<file path="config.mk">
export PLATFORM = sky130hd
export DESIGN_NAME = pwm_channel_bank_flat
export DESIGN_NICKNAME = d
export VERILOG_FILES = /design/src/rtl/pwm_reg_if.sv /design/src/rtl/pwm_channel_bank.sv /design/src/flat_wrapper.sv
export SDC_FILE = /design/constraint.sdc
export NUM_CORES = 2
export LEC_CHECK = 0
export CAP_MARGIN = 20
export CORE_UTILIZATION = 32
export DETAILED_ROUTE_END_ITERATION = 16
export PLACE_DENSITY = 0.44
export SYNTH_ARGS = -nofsm -noshare
export SYNTH_HDL_FRONTEND = slang
export SYNTH_SLANG_ARGS = --single-unit
</file>
<file path="constraint.sdc">
create_clock -name clk_i -period 2.9 [get_ports clk_i]
set_input_delay 0.58 -clock clk_i [delete_from_list [all_inputs] [get_ports clk_i]]
set_output_delay 0.58 -clock clk_i [all_outputs]
set_load 0.02 [all_outputs]
</file>
<file path="src/rtl/pwm_reg_if.sv">
// Byte-wide register port between the I2C byte layer and the PWM bank.
// Writes: a transfer happens on every clock edge where wr_en is high. There is
// no ready signal because the bank accepts one byte per cycle unconditionally.
// Reads: rd_addr is sampled on each clock edge, and rd_data returns the
// addressed shadow byte one cycle later.
interface pwm_reg_if;
    logic       wr_en;
    logic [7:0] wr_addr;
    logic [7:0] wr_data;
    logic [7:0] rd_addr;
    logic [7:0] rd_data;

    modport master (
        output wr_en,
        output wr_addr,
        output wr_data,
        output rd_addr,
        input  rd_data
    );

    modport slave (
        input  wr_en,
        input  wr_addr,
        input  wr_data,
        input  rd_addr,
        output rd_data
    );
endinterface

</file>
<file path="src/rtl/pwm_channel_bank.sv">
// PCA9685-style PWM bank. One shared 12-bit counter drives every channel.
// ON/OFF values are double-buffered: the host writes the shadow copy, and the
// active copy reloads at each period wrap or when the bank leaves sleep.
module pwm_channel_bank #(
    parameter int         NUM_CHANNELS = 16,
    parameter logic [7:0] PRESCALE_RST = 8'h1E
) (
    input  logic                    clk_i,
    input  logic                    rst_ni,
    pwm_reg_if.slave                bus,
    output logic [NUM_CHANNELS-1:0] pwm_o,
    output logic                    period_start_o
);

    // Mode and timebase state
    logic        sleep;
    logic [7:0]  prescale;
    logic [7:0]  presc_cnt;
    logic [11:0] counter;

    // Shadow (host-visible) and active (in-use) channel settings
    logic [11:0]             on_sh   [NUM_CHANNELS];
    logic [11:0]             off_sh  [NUM_CHANNELS];
    logic [NUM_CHANNELS-1:0] on_full_sh;
    logic [NUM_CHANNELS-1:0] off_full_sh;
    logic [11:0]             on_act  [NUM_CHANNELS];
    logic [11:0]             off_act [NUM_CHANNELS];
    logic [NUM_CHANNELS-1:0] on_full_act;
    logic [NUM_CHANNELS-1:0] off_full_act;

    // Decode results
    logic [7:0]              wr_off;
    logic [5:0]              wr_idx;
    logic [1:0]              wr_sub;
    logic                    ch_wr_hit;
    logic                    all_wr_hit;
    logic [NUM_CHANNELS-1:0] ch_we;
    logic                    mode_wr;
    logic                    presc_wr;
    logic                    sleep_next;
    logic                    wake;
    logic                    tick;
    logic                    wrap;
    logic                    load_active;
    logic [NUM_CHANNELS-1:0] pwm_next;
    logic [7:0]              rd_off;
    logic [5:0]              rd_idx;
    logic [7:0]              rd_next;

    // Write-address decode and the timebase control signals
    always_comb begin
        wr_off     = bus.wr_addr - 8'd6;
        wr_idx     = wr_off[7:2];
        ch_wr_hit  = bus.wr_en && (bus.wr_addr >= 8'h06) &&
                     ({2'b00, wr_off[7:2]} < 8'(NUM_CHANNELS));
        all_wr_hit = bus.wr_en && (bus.wr_addr >= 8'hFA) && (bus.wr_addr <= 8'hFD);
        // ALL_LED 0xFA..0xFD map onto sub-registers 0..3
        wr_sub     = all_wr_hit ? (bus.wr_addr[1:0] + 2'd2) : wr_off[1:0];
        ch_we      = '0;
        for (int i = 0; i < NUM_CHANNELS; i++) begin
            ch_we[i] = all_wr_hit || (ch_wr_hit && (wr_idx == 6'(i)));
        end
        mode_wr     = bus.wr_en && (bus.wr_addr == 8'h00);
        presc_wr    = bus.wr_en && (bus.wr_addr == 8'hFE);
        sleep_next  = mode_wr ? bus.wr_data[4] : sleep;
        wake        = mode_wr && sleep && !bus.wr_data[4];
        tick        = !sleep && (presc_cnt == prescale);
        wrap        = tick && (counter == 12'hFFF);
        load_active = wrap || wake;
    end

    // MODE1 and PRE_SCALE registers; PRE_SCALE is only writable while asleep
    always_ff @(posedge clk_i or negedge rst_ni) begin
        if (!rst_ni) begin
            sleep    <= 1'b1;
            prescale <= PRESCALE_RST;
        end else begin
            sleep <= sleep_next;
            if (presc_wr && sleep) begin
                prescale <= (bus.wr_data < 8'd3) ? 8'd3 : bus.wr_data;
            end
        end
    end

    // Prescaler and counter, held at zero throughout sleep and on sleep entry/exit
    always_ff @(posedge clk_i or negedge rst_ni) begin
        if (!rst_ni) begin
            presc_cnt <= '0;
            counter   <= '0;
        end else if (sleep || sleep_next) begin
            presc_cnt <= '0;
            counter   <= '0;
        end else if (tick) begin
            presc_cnt <= '0;
            counter   <= counter + 12'd1;
        end else begin
            presc_cnt <= presc_cnt + 8'd1;
        end
    end

    // Shadow writes from the host and shadow-to-active reload
    always_ff @(posedge clk_i or negedge rst_ni) begin
        if (!rst_ni) begin
            for (int i = 0; i < NUM_CHANNELS; i++) begin
                on_sh[i]   <= '0;
                off_sh[i]  <= '0;
                on_act[i]  <= '0;
                off_act[i] <= '0;
            end
            on_full_sh   <= '0;
            off_full_sh  <= '1;
            on_full_act  <= '0;
            off_full_act <= '1;
        end else begin
            for (int i = 0; i < NUM_CHANNELS; i++) begin
                if (ch_we[i]) begin
                    case (wr_sub)
                        2'd0: on_sh[i][7:0] <= bus.wr_data;
                        2'd1: begin
                            on_sh[i][11:8] <= bus.wr_data[3:0];
                            on_full_sh[i]  <= bus.wr_data[4];
                        end
                        2'd2: off_sh[i][7:0] <= bus.wr_data;
                        default: begin
                            off_sh[i][11:8] <= bus.wr_data[3:0];
                            off_full_sh[i]  <= bus.wr_data[4];
                        end
                    endcase
                end
                // The active copy takes the pre-write shadow, so a write in the
                // reload cycle only takes effect at the following reload
                if (load_active) begin
                    on_act[i]       <= on_sh[i];
                    off_act[i]      <= off_sh[i];
                    on_full_act[i]  <= on_full_sh[i];
                    off_full_act[i] <= off_full_sh[i];
                end
            end
        end
    end

    // Per-channel output level from the active settings; full-off wins over full-on
    always_comb begin
        pwm_next = '0;
        for (int i = 0; i < NUM_CHANNELS; i++) begin
            if (off_full_act[i]) begin
                pwm_next[i] = 1'b0;
            end else if (on_full_act[i]) begin
                pwm_next[i] = 1'b1;
            end else if (on_act[i] < off_act[i]) begin
                pwm_next[i] = (counter >= on_act[i]) && (counter < off_act[i]);
            end else if (on_act[i] > off_act[i]) begin
                pwm_next[i] = (counter >= on_act[i]) || (counter < off_act[i]);
            end else begin
                pwm_next[i] = 1'b0;
            end
        end
    end

    // Registered outputs: PWM levels forced low in sleep, and the wrap pulse
    always_ff @(posedge clk_i or negedge rst_ni) begin
        if (!rst_ni) begin
            pwm_o          <= '0;
            period_start_o <= 1'b0;
        end else begin
            pwm_o          <= sleep ? '0 : pwm_next;
            period_start_o <= wrap;
        end
    end

    // Read mux over the shadow registers; unmapped addresses and ALL_LED read 0
    always_comb begin
        rd_off  = bus.rd_addr - 8'd6;
        rd_idx  = rd_off[7:2];
        rd_next = '0;
        if (bus.rd_addr == 8'h00) begin
            rd_next = {3'b000, sleep, 4'b0000};
        end else if (bus.rd_addr == 8'hFE) begin
            rd_next = prescale;
        end else if (bus.rd_addr >= 8'h06) begin
            for (int i = 0; i < NUM_CHANNELS; i++) begin
                if (rd_idx == 6'(i)) begin
                    case (rd_off[1:0])
                        2'd0:    rd_next = on_sh[i][7:0];
                        2'd1:    rd_next = {3'b000, on_full_sh[i], on_sh[i][11:8]};
                        2'd2:    rd_next = off_sh[i][7:0];
                        default: rd_next = {3'b000, off_full_sh[i], off_sh[i][11:8]};
                    endcase
                end
            end
        end
    end

    // One-cycle registered read data
    always_ff @(posedge clk_i or negedge rst_ni) begin
        if (!rst_ni) begin
            bus.rd_data <= '0;
        end else begin
            bus.rd_data <= rd_next;
        end
    end

endmodule

</file>
<file path="src/flat_wrapper.sv">
// flat-port wrapper written by rule: the top's interface ports become plain ports
module pwm_channel_bank_flat 
#(
    parameter int         NUM_CHANNELS = 16,
    parameter logic [7:0] PRESCALE_RST = 8'h1E
)
  (clk_i, rst_ni, pwm_o, period_start_o, bus_wr_en, bus_wr_addr, bus_wr_data, bus_rd_addr, bus_rd_data);
  pwm_reg_if bus_i ();
  input  logic clk_i;
  input  logic rst_ni;
  output logic [NUM_CHANNELS-1:0] pwm_o;
  output logic period_start_o;
  input wire logic [$bits(bus_i.wr_en)-1:0] bus_wr_en;
  input wire logic [$bits(bus_i.wr_addr)-1:0] bus_wr_addr;
  input wire logic [$bits(bus_i.wr_data)-1:0] bus_wr_data;
  input wire logic [$bits(bus_i.rd_addr)-1:0] bus_rd_addr;
  output wire logic [$bits(bus_i.rd_data)-1:0] bus_rd_data;
  assign bus_i.wr_en = bus_wr_en;
  assign bus_i.wr_addr = bus_wr_addr;
  assign bus_i.wr_data = bus_wr_data;
  assign bus_i.rd_addr = bus_rd_addr;
  assign bus_rd_data = bus_i.rd_data;
  pwm_channel_bank #(.NUM_CHANNELS(NUM_CHANNELS), .PRESCALE_RST(PRESCALE_RST)) u_core (.clk_i(clk_i), .rst_ni(rst_ni), .bus(bus_i), .pwm_o(pwm_o), .period_start_o(period_start_o));
endmodule
</file>
==> out/results.tsv <==
stage	metric	value	unit
run_status	status	finished, violations left	
run_status	violated checks	design-rule violations	
clock_network	CTS Root Cell	clkbuf_16	
yosys	post-synthesis compound-gate area fraction	20.51	%
flow_run	number of max-cap violations	0	
yosys	Main synth FF type	dfrtp_1	
yosys	Post-Syn Area	49770	um2
yosys	largest family of logic cells by synthesized area	compound AO/OA/AOI/OAI gates	
placed_design	post-placement cell area	56170	um2
yosys	Synth Area in XOR/XNOR	0.5078	%
placed_design	Post-DP HPWL	141800	um
setup_path	worst path cell trace	clkdlybuf4s50_1 -> ha_2 -> buf_12 -> mux4_1 -> nand3_1 -> a21o_1 -> a221oi_1 -> a2111oi_1 -> o21ai_0	
final_layout	commonest non-fill, non-tap cell in the layout	dfrtp_1	
route	DR top layer	met5	
yosys	Seq/Total Area, Yosys	44.64	%
timing	crit share post-route	98.16	%
min_path	worst hold path type	input pin to asynchronous set/reset pin	
yosys	Avg Cell Area, Syn	10.30	um2
clock_network	worst-skew pair later-pin latency	0.77	ns
final_layout	commonest cells after routing, fill and taps aside	837 x dfrtp_1, 821 x o21ai_0, 563 x ha_1, 499 x nand2_1, 387 x inv_1	
global_route	initial antenna violation count	13	
placed_design	Placed Instances	7101	
final_layout	final instance area	60060	um2
die	I/O pin count	52	
die	area of the die	157100	um2
final_layout	post-route insts no fill	7316	
route	WL final	192700	um
route	TritonRoute pass-1 iters	11	
clock_network	Num CTS Buffers	107	
die	num rows	144	
route	DR iter-0 viols	2980	
route	met2 routed WL	88260	um
final_layout	Multi-input gate area	24980	um2
setup_path	Crit path arrival time	3.47	ns
yosys	syn nets	5422	
clock_network	clock-pin slew on the worst setup and hold paths	0.06	ns
final_layout	share of layout cells above drive strength 1	16.93	%
timing	Setup TNS	0	ns
final_layout	register area	22230	um2
placed_design	Buffers on Ports	51	
clock_network	CTS tree	done	
yosys	Adder-Cell Fraction of Synth Area	14.18	%
timing	f_max	351.3	MHz
yosys	Async S/R FF share, synth	100.0	%
setup_path	Crit-path slowest cell	a2111oi_1	
timing	Worst Tran Pin Value	0.9433	ns
route	WL met3	9435	um
global_route	vias in the first global route	39472	
setup_path	Worst Path Max Fanout	14	
setup_path	CP Capture Type	flop	
clock_network	CTS H-Tree Depth	3	
final_layout	fill count	15319	
setup_path	crit path launch type	input pin	
timing	final setup vio count	0	
global_route	first-pass GRT wire length	281400	um
route	routed len/inst	26.35	um
die	core area	154200	um2
clock_network	clock sinks	886	
yosys	Syn Inst Count	4831	
final_layout	P&R area growth vs syn	20.67	%
timing	clk_skew	0.04245	ns
timing	slew margin rel.	37.12	%
final_layout	Post-Route Utilization	38.94	%
global_route	grt ovf	0	
placed_design	Final Wtd Congestion	0.9338	
final_layout	nets@finish	5763	
route	Post-Route M1 WL	89760	um
yosys	Yosys cell types	72	
setup_path	largest stage delay on the critical path	0.59	ns
route	DRC viols	24	
die	die height	396.4	um
setup_path	WS Path Type	input pin to flop	
timing	post-route minimum period	2.847	ns
global_route	largest net degree at the start of global routing	79	
global_route	gr usage total	24.51	%
yosys	Post-synth EDFFs	0	
die	Die Wd	396.4	um
route	antenna viol nets, final	0	
yosys	#FFs+latches synth	886	
timing	final hold violation count	0	
route	Via density	5.427	
setup_path	WP data required	3.53	ns
pwr	static leakage	26.75	nW
pwr	maximum vdd drop	441.3	uV
pwr	pwr/cell area	630.2	nW/um2
yosys	mux contribution to synthesized area	6.446	%
route	routed vias	39706	
yosys	synth warn	0	
yosys	simple-gate portion of the synthesized area	8.148	%
die	initial core utilization	32.27	%
clock_network	largest buffer count on any clock path	3	
timing	Slew Viols, Final	0	
==> layer usage <==
metal	track usage, %	vias to the layer above
met5	0	-
met4	7.088	2
met3	2.969	238
met2	38.98	1063
met1	34.83	20127
li1	-	18276
==> flip-flops by register name (all words and copies together) (netlist names) <==
signal and cells:
u_core.bus.rd_data 8, u_core.period_start_o 1, u_core.on_full_sh 16, u_core.off_sh 192
u_core.off_act 192, u_core.off_full_sh 16, u_core.presc_cnt 8, u_core.prescale 8
u_core.off_full_act 16, u_core.on_act 192, u_core.pwm_o 16, u_core.counter 12
u_core.sleep 1, u_core.on_full_act 16, u_core.on_sh 192
==> path summary, 6_finish.rpt <==
check | start | endpoint | slack, ns | cells past startpoint
max in group asynchronous | rst_ni | u_core.on_sh[87]$_DFFE_PN0P_ | 1.55 | 3
min reg2reg | u_core.off_full_sh[12]$_DFFE_PN1P_ | u_core.off_full_sh[12]$_DFFE_PN1P_ | 0.50 | 1
max reg2reg | u_core.counter[5]$_DFFE_PN0P_ | u_core.pwm_o[8]$_DFF_PN0_ | 0.14 | 10
min | rst_ni | u_core.off_act[20]$_DFFE_PN0P_ | 0.37 | 2
max | bus_rd_addr[2] | u_core.bus.rd_data[6]$_DFF_PN0_ | 0.05 | 9
min in group clk_i | u_core.off_full_sh[12]$_DFFE_PN1P_ | u_core.off_full_sh[12]$_DFFE_PN1P_ | 0.50 | 1
==> cell families after synthesis <==
family	count (synthesis)
muxes	187
buffers and inverters	664
AOI/OAI and AO/OA	1621
and+or+nand+nor	881
DFF	886
adders and majority gates	564
xor gates and xnor gates	28
==> power breakdown <==
group	leakage, nW	internal (W)	total [W]	switching [W]
clock	1.85	0.00862	0.0144	0.00580
sequential	12.1	0.0132	0.0143	0.00112
combinational	12.8	0.00402	0.00909	0.00507
total	26.7	0.0259	0.0379	0.0120
==> worst max-delay path, delay by kind of cell <==
| kind | cells | cell delay [ns] |
|---|---|---|
| compound gates | 4 | 0.95 |
| fa+ha+maj | 1 | 0.56 |
| buf+inv | 2 | 0.79 |
| mux | 1 | 0.44 |
| simple gates | 1 | 0.14 |
==> metrics by stage <==
step	worst slack (ns)	power, W	hold WS (ns)
2_1_floorplan	0.2260	0.01904	0.2844
3_3_place_gp	-1.051	0.02351	0.4877
3_5_place_dp	-0.9335	0.02363	0.4895
4_1_cts	0.04176	0.03821	0.3305
5_1_grt	-0.03133	0.03957	0.3648
6_report	0.05345	0.03785	0.3702
==> final cells by class <==
cell class	count	share of cell area, %
Timing Repair Buffer	509	8.444
Tap cell	2044	4.258
Sequential cell	886	37.02
Clock buffer	162	5.360
Clock inverter	39	0.8771
Inverter	387	2.419
Multi-Input combinational cell	3281	41.59
Antenna cell	8	0.03333
==> repair_timing <==
item | in CTS | in global routing
pin swaps | 0 | 2
gates resized for setup | 2 | 13
endpoints found under the setup margin | 62 | 43
endpoints found under the hold margin | 25 | 0
buffers inserted | 0 | 5
hold buffers | 1 | 0
==> Yosys cell counts (all sizes together), types with 36 or more instances <==
| cell | count | area, um2 |
|---|---|---|
| a21o | 93 | 698.2 |
| a21oi | 169 | 868.3 |
| a31oi | 42 | 262.8 |
| buf | 136 | 787.0 |
| clkbuf | 141 | 531.8 |
| dfrtp | 849 | 21250 |
| dfstp | 37 | 972.2 |
| ha | 564 | 7057 |
| inv | 387 | 1453 |
| mux2 | 64 | 720.7 |
| mux4 | 98 | 2237 |
| nand2 | 500 | 1877 |
| nand2b | 70 | 437.9 |
| nand3 | 71 | 355.3 |
| nor2 | 72 | 270.3 |
| o21a | 36 | 270.3 |
| o21ai | 835 | 4179 |
| o2bb2ai | 249 | 2181 |
No activity file was read; power rests on OpenSTA's default activity.
